## config.mk

```make
export PLATFORM = sky130hd
export DESIGN_NAME = ni_packetizer
export DESIGN_NICKNAME = d
export VERILOG_FILES = /design/src/rtl/vc_router_pkg.sv /design/src/rtl/ni_credit_counter.sv /design/src/rtl/ni_packetizer.sv
export SDC_FILE = /design/constraint.sdc
export NUM_CORES = 1
export LEC_CHECK = 0
export BUFFER_PORTS_ARGS = -buffer_cell sky130_fd_sc_hd__buf_2
export CAP_MARGIN = 20
export CORE_MARGIN = 2
export CORE_UTILIZATION = 50
export DETAILED_ROUTE_END_ITERATION = 6
export PLACE_DENSITY = 0.84
export SYNTH_ARGS = -nofsm -noshare
export SYNTH_HDL_FRONTEND = slang
export SYNTH_HIERARCHICAL = 1
export SYNTH_SLANG_ARGS = --single-unit
```

## constraint.sdc

```tcl
create_clock -name clk -period 6.9 [get_ports clk]
set_input_delay 1.38 -clock clk [delete_from_list [all_inputs] [get_ports clk]]
set_output_delay 1.38 -clock clk [all_outputs]
set_load 0.05 [all_outputs]
```

## src/rtl/vc_router_pkg.sv

```systemverilog
// vc_router_pkg -- shared types for the mesh router and its network interfaces.
//   flit_type_e  : flit type encoding (HEAD/BODY/TAIL/HEAD_TAIL)
//   flit_t       : packed flit {ftype, vc_id, src, dest, payload}
//   ni_state_e   : packetizer FSM state encoding
// Field widths are fixed here for the default mesh (16 routers, 4 VCs, 32-bit
// payload); modules that take matching parameters check them at elaboration.
package vc_router_pkg;

  localparam int ROUTER_ID_BITS = 4;
  localparam int VC_ID_BITS     = 2;
  localparam int PAYLOAD_BITS   = 32;

  typedef enum logic [1:0] {
    FLIT_HEAD      = 2'b00,
    FLIT_BODY      = 2'b01,
    FLIT_TAIL      = 2'b10,
    FLIT_HEAD_TAIL = 2'b11
  } flit_type_e;

  typedef struct packed {
    flit_type_e                ftype;
    logic [VC_ID_BITS-1:0]     vc_id;
    logic [ROUTER_ID_BITS-1:0] src;
    logic [ROUTER_ID_BITS-1:0] dest;
    logic [PAYLOAD_BITS-1:0]   payload;
  } flit_t;

  typedef enum logic {
    ST_IDLE = 1'b0,
    ST_SEND = 1'b1
  } ni_state_e;

endpackage

```

## src/rtl/ni_credit_counter.sv

```systemverilog
// ni_credit_counter -- per-VC credit counter, resets full (DEPTH credits).
//   clk, rst_n : clock, async active-low reset
//   inc        : credit returned by the router
//   dec        : flit sent (only asserted while count > 0)
//   count      : current credits
//   full       : count == DEPTH
//   ovf        : sticky, set by a return while already full; cleared only by reset
module ni_credit_counter #(
  parameter int DEPTH = 4,
  parameter int CW    = $clog2(DEPTH + 1)
) (
  input  logic          clk,
  input  logic          rst_n,
  input  logic          inc,
  input  logic          dec,
  output logic [CW-1:0] count,
  output logic          full,
  output logic          ovf
);

  localparam logic [CW-1:0] DEPTH_C = CW'(DEPTH);

  assign full = (count == DEPTH_C);

  // Simultaneous inc and dec cancel: count is left as is.
  always_ff @(posedge clk or negedge rst_n) begin
    if (!rst_n) begin
      count <= DEPTH_C;
      ovf   <= 1'b0;
    end else begin
      case ({inc, dec})
        2'b10: begin
          if (full) ovf <= 1'b1;
          else      count <= count + 1'b1;
        end
        2'b01: begin
          if (count != '0) count <= count - 1'b1;
        end
        default: ;
      endcase
    end
  end

endmodule

```

## src/rtl/ni_packetizer.sv

```systemverilog
// ni_packetizer -- network-interface packetizer: splits an offered packet into
// FLITS_PER_PACKET flits on a freshly allocated VC of the router local port,
// under credit-based flow control.
//   clk, rst_n                 : clock, async active-low reset
//   pkt_valid/pkt_ready        : packet handshake (accepted on edge when both high)
//   pkt_dest, pkt_payload      : destination id, flit payloads (flit 0 in LSBs)
//   flit_valid, flit_out       : flit to router, consumed on every edge it is valid
//   credit_valid, credit_vc    : credit return from router
//   credit_err                 : sticky credit overflow
//   pkt_sent_count             : completed packets (only with NI_STATS_EN defined)
//
// state   | meaning
// --------+-----------------------------------------------------------
// ST_IDLE | waiting for a packet; ready when a VC is idle with full credits
// ST_SEND | emitting flits of the latched packet on alloc_vc_q
module ni_packetizer
  import vc_router_pkg::*;
#(
  parameter int NUM_ROUTERS      = 16,
  parameter int ROUTER_PER_ROW   = 4,
  parameter int ROUTER_ID        = 0,
  parameter int NUM_VC           = 4,
  parameter int BUFFER_DEPTH     = 4,
  parameter int FLITS_PER_PACKET = 4,
  parameter int PAYLOAD_W        = 32
) (
  input  logic                                  clk,
  input  logic                                  rst_n,
  input  logic                                  pkt_valid,
  output logic                                  pkt_ready,
  input  logic [$clog2(NUM_ROUTERS)-1:0]        pkt_dest,
  input  logic [FLITS_PER_PACKET*PAYLOAD_W-1:0] pkt_payload,
  output logic                                  flit_valid,
  output flit_t                                 flit_out,
  input  logic                                  credit_valid,
  input  logic [$clog2(NUM_VC)-1:0]             credit_vc,
  output logic                                  credit_err
`ifdef NI_STATS_EN
  ,
  output logic [15:0]                           pkt_sent_count
`endif
);

  localparam int DW = $clog2(NUM_ROUTERS);
  localparam int VW = $clog2(NUM_VC);
  localparam int CW = $clog2(BUFFER_DEPTH + 1);
  localparam int IW = (FLITS_PER_PACKET > 1) ? $clog2(FLITS_PER_PACKET) : 1;
  localparam logic [IW-1:0] LAST_IDX = IW'(FLITS_PER_PACKET - 1);

  // flit_t field widths come from the package, so the parameters must fit them.
  if (PAYLOAD_W != PAYLOAD_BITS || DW > ROUTER_ID_BITS || VW > VC_ID_BITS ||
      (NUM_ROUTERS % ROUTER_PER_ROW) != 0) begin : g_cfg_check
    $error("ni_packetizer: parameters do not match vc_router_pkg flit_t");
  end

  ni_state_e                         state_q, state_d;
  logic [DW-1:0]                     dest_q;
  logic [FLITS_PER_PACKET*PAYLOAD_W-1:0] payload_q;
  logic [VW-1:0]                     alloc_vc_q;
  logic [IW-1:0]                     idx_q;
  logic [NUM_VC-1:0]                 vc_busy_q;
  logic [NUM_VC-1:0]                 vc_full, vc_ovf, vc_inc, vc_dec, avail;
  logic [CW-1:0]                     vc_count [NUM_VC];
  logic [VW-1:0]                     free_vc;
  logic                              accept, send, is_tail;

  assign accept  = pkt_valid && pkt_ready;
  assign send    = flit_valid;
  assign is_tail = (idx_q == LAST_IDX);

  // Lowest-index allocatable VC wins.
  always_comb begin
    free_vc = '0;
    for (int v = NUM_VC - 1; v >= 0; v--) begin
      if (avail[v]) free_vc = VW'(v);
    end
  end

  always_ff @(posedge clk or negedge rst_n) begin
    if (!rst_n) state_q <= ST_IDLE;
    else        state_q <= state_d;
  end

  always_comb begin
    state_d = state_q;
    case (state_q)
      ST_IDLE: if (accept) state_d = ST_SEND;
      ST_SEND: if (send && is_tail) state_d = ST_IDLE;
      default: state_d = ST_IDLE;
    endcase
  end

  always_comb begin
    pkt_ready  = 1'b0;
    flit_valid = 1'b0;
    flit_out   = '0;
    case (state_q)
      // rst_n gate keeps ready low while reset is held (counters read full then).
      ST_IDLE: pkt_ready = rst_n && (|avail);
      ST_SEND: begin
        flit_valid = (vc_count[alloc_vc_q] != '0);
        if (FLITS_PER_PACKET == 1) flit_out.ftype = FLIT_HEAD_TAIL;
        else if (idx_q == '0)      flit_out.ftype = FLIT_HEAD;
        else if (is_tail)          flit_out.ftype = FLIT_TAIL;
        else                       flit_out.ftype = FLIT_BODY;
        flit_out.vc_id   = VC_ID_BITS'(alloc_vc_q);
        flit_out.src     = ROUTER_ID_BITS'(ROUTER_ID);
        flit_out.dest    = ROUTER_ID_BITS'(dest_q);
        flit_out.payload = PAYLOAD_BITS'(payload_q[int'(idx_q)*PAYLOAD_W +: PAYLOAD_W]);
      end
      default: ;
    endcase
  end

  always_ff @(posedge clk or negedge rst_n) begin
    if (!rst_n) begin
      dest_q     <= '0;
      payload_q  <= '0;
      alloc_vc_q <= '0;
      idx_q      <= '0;
      vc_busy_q  <= '0;
    end else if (accept) begin
      dest_q              <= pkt_dest;
      payload_q           <= pkt_payload;
      alloc_vc_q          <= free_vc;
      idx_q               <= '0;
      vc_busy_q[free_vc]  <= 1'b1;
    end else if (send) begin
      if (is_tail) begin
        vc_busy_q[alloc_vc_q] <= 1'b0;
        idx_q                 <= '0;
      end else begin
        idx_q <= idx_q + 1'b1;
      end
    end
  end

  for (genvar v = 0; v < NUM_VC; v++) begin : g_vc
    assign vc_inc[v] = credit_valid && (credit_vc == VW'(v));
    assign vc_dec[v] = send && (alloc_vc_q == VW'(v));
    assign avail[v]  = !vc_busy_q[v] && vc_full[v];

    ni_credit_counter #(.DEPTH(BUFFER_DEPTH)) u_cnt (
      .clk   (clk),
      .rst_n (rst_n),
      .inc   (vc_inc[v]),
      .dec   (vc_dec[v]),
      .count (vc_count[v]),
      .full  (vc_full[v]),
      .ovf   (vc_ovf[v])
    );
  end

  assign credit_err = |vc_ovf;

`ifdef NI_STATS_EN
  always_ff @(posedge clk or negedge rst_n) begin
    if (!rst_n)                pkt_sent_count <= '0;
    else if (send && is_tail)  pkt_sent_count <= pkt_sent_count + 16'd1;
  end
`endif

endmodule

```

=== After elaboration in Yosys (flattened, before gate mapping) ===
Index checks and enable logic that the tools add are counted.

* Add/sub/neg operators: 9
* Magnitude comparators: 5
* Bitwise gates (word level): 5
* Shifts and indexed selects: 1
* Reductions and logical operators: 46
* Equality and inequality tests: 27
* Mux-type cells: 37

{| class="wikitable"
|+ Operators with widths
! kind !! number
|-
| variable part select 128 x 8 -> 32 bit || 1
|-
| two-way mux 44 bit || 1
|-
| two-way mux 3 bit || 10
|-
| one-hot mux 3 bit (2 select lines) || 4
|-
| == test 2 bit (second input constant) || 9
|-
| two-way mux 2 bit || 9
|-
| logical AND 1 bit || 17
|-
| nonzero test 3 bit || 5
|-
| adder 3 x 1 -> 3 bit (second input constant) || 4
|-
| == test 2 x 1 -> 1 bit (second input constant) || 6
|-
| == test 3 bit (second input constant) || 4
|-
| two-way mux 4 bit || 3
|-
| AND reduction 3 bit || 4
|-
| nonzero test 2 bit || 6
|-
| subtractor 3 x 1 -> 3 bit (second input constant) || 4
|-
| AND reduction 2 bit || 5
|-
| != test 2 x 1 -> 1 bit (second input constant) || 4
|-
| != test 2 bit (second input constant) || 4
|-
| OR reduction 4 bit || 2
|-
| binary-select mux 3 bit (select 2 bit) || 1
|-
| logical NOT 2 bit || 3
|-
| less-than comparator 2 x 3 -> 1 bit (second input constant) || 2
|-
| two-way mux 1 bit || 6
|-
| bitwise AND 4 bit || 1
|-
| other kinds (10) || 15
|}

* Register bits: 157
* Output and inout port bits: 47

=== Logic depth before layout (Yosys ltp) ===
* Word-level depth: 12
* Gate-level depth with buffers: 13
* Mapped depth without buffers: 11

=== Hierarchy ===
The synthesis kept the hierarchy.

{| class="wikitable"
|+ By module, submodules not included
! module !! instances !! area an instance (µm²) !! cells each
|-
| ni_packetizer || 1 || 6,635.1 || 722
|-
| ni_credit_counter (g_vc[1].u_cnt ...) || 3 || 286.5 || 31
|-
| ni_credit_counter (g_vc[0].u_cnt) || 1 || 247.7 || 23
|}

=== Least setup slack after synthesis ===
No wires, ideal clock.

* Path kind: input to output
* Start: input rst_n
* End: output pkt_ready
* Data arrival time: 2.615 ns
* Path buffers: 0
* Stages on the path: 2
* Slack: 2.905 ns
* Cells stage by stage: inv_1 -> a311oi_1

* Cells in the longest elaborated chain, start to end: 2

{| class="wikitable"
|+ RTL lines
! item !! RTL line !! source
|-
| start: declaration || ni_packetizer.sv:28 || <nowiki>input logic rst_n,</nowiki>
|-
| logical AND 1 bit || ni_packetizer.sv:99 || <nowiki>ST_IDLE: pkt_ready = rst_n && (|avail);</nowiki>
|-
| two-way mux 1 bit || ni_packetizer.sv:97 || <nowiki>case (state_q)</nowiki>
|-
| end: declaration || ni_packetizer.sv:30 || <nowiki>output logic pkt_ready,</nowiki>
|}

Every way passes these cells.

=== Final worst setup path ===
Same ends and word-level chain as after synthesis.

==> results.sh <==
export IMPL_syn_area_per_cell_um2=9.24
export IMPL_drive_above_1_share_pct=26.3
export IMPL_finalSetupViolations=0
export IMPL_synth_main_ff_cell="dfrtp_1"
export IMPL_wirelength_um=19000
export IMPL_synth_edff_count=0
export IMPL_ys_ff_latch=157
export IMPL_hold_viol=0
export IMPL_ys_warnings_count=6
export IMPL_slew_violations=0
export IMPL_avgViaCountPerCell=5.31
export IMPL_cts_tree="built"
export IMPL_wl_per_cell_um=15.9
export IMPL_vias=6355
export IMPL_status="completed"
export IMPL_hp_class="register to register"
export IMPL_syn2layout_area_growth_pct=19.9
export IMPL_synth_seq_area_share_pct=50.8
export IMPL_vdd_drop_max_mv=0.260
export IMPL_post_cts_buffers=0
export IMPL_final_util_pct=61.3
export IMPL_timing_rr_end="g_vc[3].u_cnt/count[2]"
export IMPL_crit_arrival_ns=2.64
export IMPL_htreeDepth=4
export IMPL_fin_nets=1138
export IMPL_grt_pass1_wl_um=31300
export IMPL_skew_ns=0.0106
export IMPL_root_buffer="clkbuf_16"
export IMPL_crit_required_ns=5.52
export IMPL_cts_hold_buf=0
export IMPL_initial_core_util_pct=51.1
export IMPL_grt_pass1_vias=6483
export IMPL_overflow=0
export IMPL_drv_cap=0
export IMPL_synthesis_area_mm2=0.00774
export IMPL_worst_path_max_fanout=88
export IMPL_antenna_found_initial=1
export IMPL_slew_limit_headroom_pct=36.4
export IMPL_track_usage_pct=24.3
export IMPL_die_area_mm2=0.0165
export IMPL_post_dp_hpwl_um=12600
export IMPL_p_leak_nw=4.93
export IMPL_cp_end_kind="output port"
export IMPL_fin_setup_tns_ns=0
export IMPL_synth_cells=838
export IMPL_core_area_mm2=0.0151
export IMPL_rsz0062_at_grt="no"
export IMPL_io_buffers=180
export IMPL_clock_latency_ns=0.42
export IMPL_cts_buffers=17
export IMPL_die_w_um=128
export IMPL_drtIter0Drc=397
export IMPL_ioPinCount=185
export IMPL_cp_startpoint="rst_n"
export IMPL_tightest_slew_ns=0.954
export IMPL_power_w=0.00442
export IMPL_synth_cell_types=54
export IMPL_path_clk_slew_ns=0.06
export IMPL_fill_cells=1304
export IMPL_reg2reg_slack_ns=3.65
export IMPL_layout_common_cells="nand2_1 (405), buf_2 (179), dfrtp_1 (151), and2_1 (41), mux4_2 (32)"
export IMPL_async_reset_ff_share_pct=100
export IMPL_cts_sinks=157
export IMPL_critPathKind="input pin to output port"
export IMPL_layout_commonest_cell="nand2_1"
export IMPL_first_pass_iters=5
export IMPL_reg2reg_depth=11
export IMPL_drc=0
export IMPL_timing_fmax_mhz=249
export IMPL_finalWeightedCongestion=0.834
export IMPL_grt_max_degree=141
export IMPL_cts_resized=0
export IMPL_drtAntennaViolNets=0
export IMPL_worstSetupStartpointType="input pin"
export IMPL_worst_r2r_startpoint="state_q"
export IMPL_min_period_over_period_pct=58.2
export IMPL_period_minus_slack_ns=4.02
export IMPL_rows=45
export IMPL_power_density_mw_per_mm2=477
export IMPL_clk_path_buf_depth=2
export IMPL_die_height_um=128
export IMPL_setup_worst_path_end="pkt_ready"
==> Yosys cell counts, types with 7 or more instances <==
library cell | number | area share, %
nand2_1 | 405 | 20
o21ai_0 | 12 | 0.78
a21oi_1 | 9 | 0.58
mux4_2 | 32 | 9.3
dfrtp_1 | 153 | 49
nand2b_1 | 7 | 0.57
buf_2 | 27 | 1.7
nor2b_1 | 15 | 1.2
xnor2_1 | 7 | 0.79
inv_1 | 13 | 0.63
nor2_1 | 9 | 0.44
and2_1 | 41 | 3.3
clkbuf_1 | 19 | 0.92
==> sequential cells by signal (all words and copies together) (netlist names) <==
register and cells:
dest_q 4, vc_busy_q 4, payload_q 128, g_vc.u_cnt/count 12
g_vc.u_cnt/ovf 4, idx_q 2, state_q 1, alloc_vc_q 2
==> worst min path at each step <==
stage,startpoint,endpoint,cells past startpoint
after global placement,g_vc[3].u_cnt/ovf,g_vc[3].u_cnt/ovf,1
after global routing,g_vc[3].u_cnt/ovf,g_vc[3].u_cnt/ovf,1
after detailed placement,g_vc[3].u_cnt/ovf,g_vc[3].u_cnt/ovf,1
after CTS,g_vc[3].u_cnt/ovf,g_vc[3].u_cnt/ovf,1
final,g_vc[3].u_cnt/ovf,g_vc[3].u_cnt/ovf,1
after floorplan,g_vc[2].u_cnt/ovf,g_vc[2].u_cnt/ovf,1
==> stage by stage <==
stage / cells / hold WS (ns) / area [µm²] / setup WS [ns]
after floorplan: 841 / 0.419 / 7750 / 2.91
after global placement: 1163 / 0.434 / 8720 / 2.88
after detailed placement: 1163 / 0.441 / 8720 / 2.84
after CTS: 1195 / 0.455 / 9280 / 2.84
after global routing: 1196 / 0.466 / 9280 / 2.70
final: 1197 / 0.460 / 9280 / 2.88
==> layer usage <==
metal	up-vias	routed length, µm	track usage [%]
li1	3023	-	-
met1	3111	7840	30.8
met2	196	9640	40.4
met3	25	1180	6.53
met4	0	323	8.66
met5	-	0	0
==> cell type report <==
class | instances | area, µm² | area share (%)
inverter | 13 | 48.8 | 0.526
clock inverter | 13 | 118 | 1.27
multi-input combinational | 619 | 3530 | 38.1
timing repair buffer | 186 | 965 | 10.4
antenna | 2 | 5.00 | 0.0539
clock buffer | 19 | 443 | 4.77
tap | 188 | 235 | 2.53
sequential | 157 | 3940 | 42.4
==> report_power, final <==
part	switching, W	total [W]	internal [W]
Sequential	0.000320	0.00165	0.00133
Clock	0.000380	0.000885	0.000505
Combinational	0.00114	0.00189	0.000742
Total	0.00184	0.00442	0.00258
==> kinds of logic after synthesis <==
family / synth area share (%)
other cells: 0.0484
simple gates: 27.9
flops: 50.8
fa+ha+maj: 1.07
xor+xnor: 1.24
mux: 9.57
compound gates: 5.45
buf+inv: 3.88
==> worst max-delay path, stage by stage <==
cell and delay [ns]:
buf_6 0.55, inv_1 0.09, a311oi_1 0.23, buf_2 0.31
(Power assumes the default switching activity.)
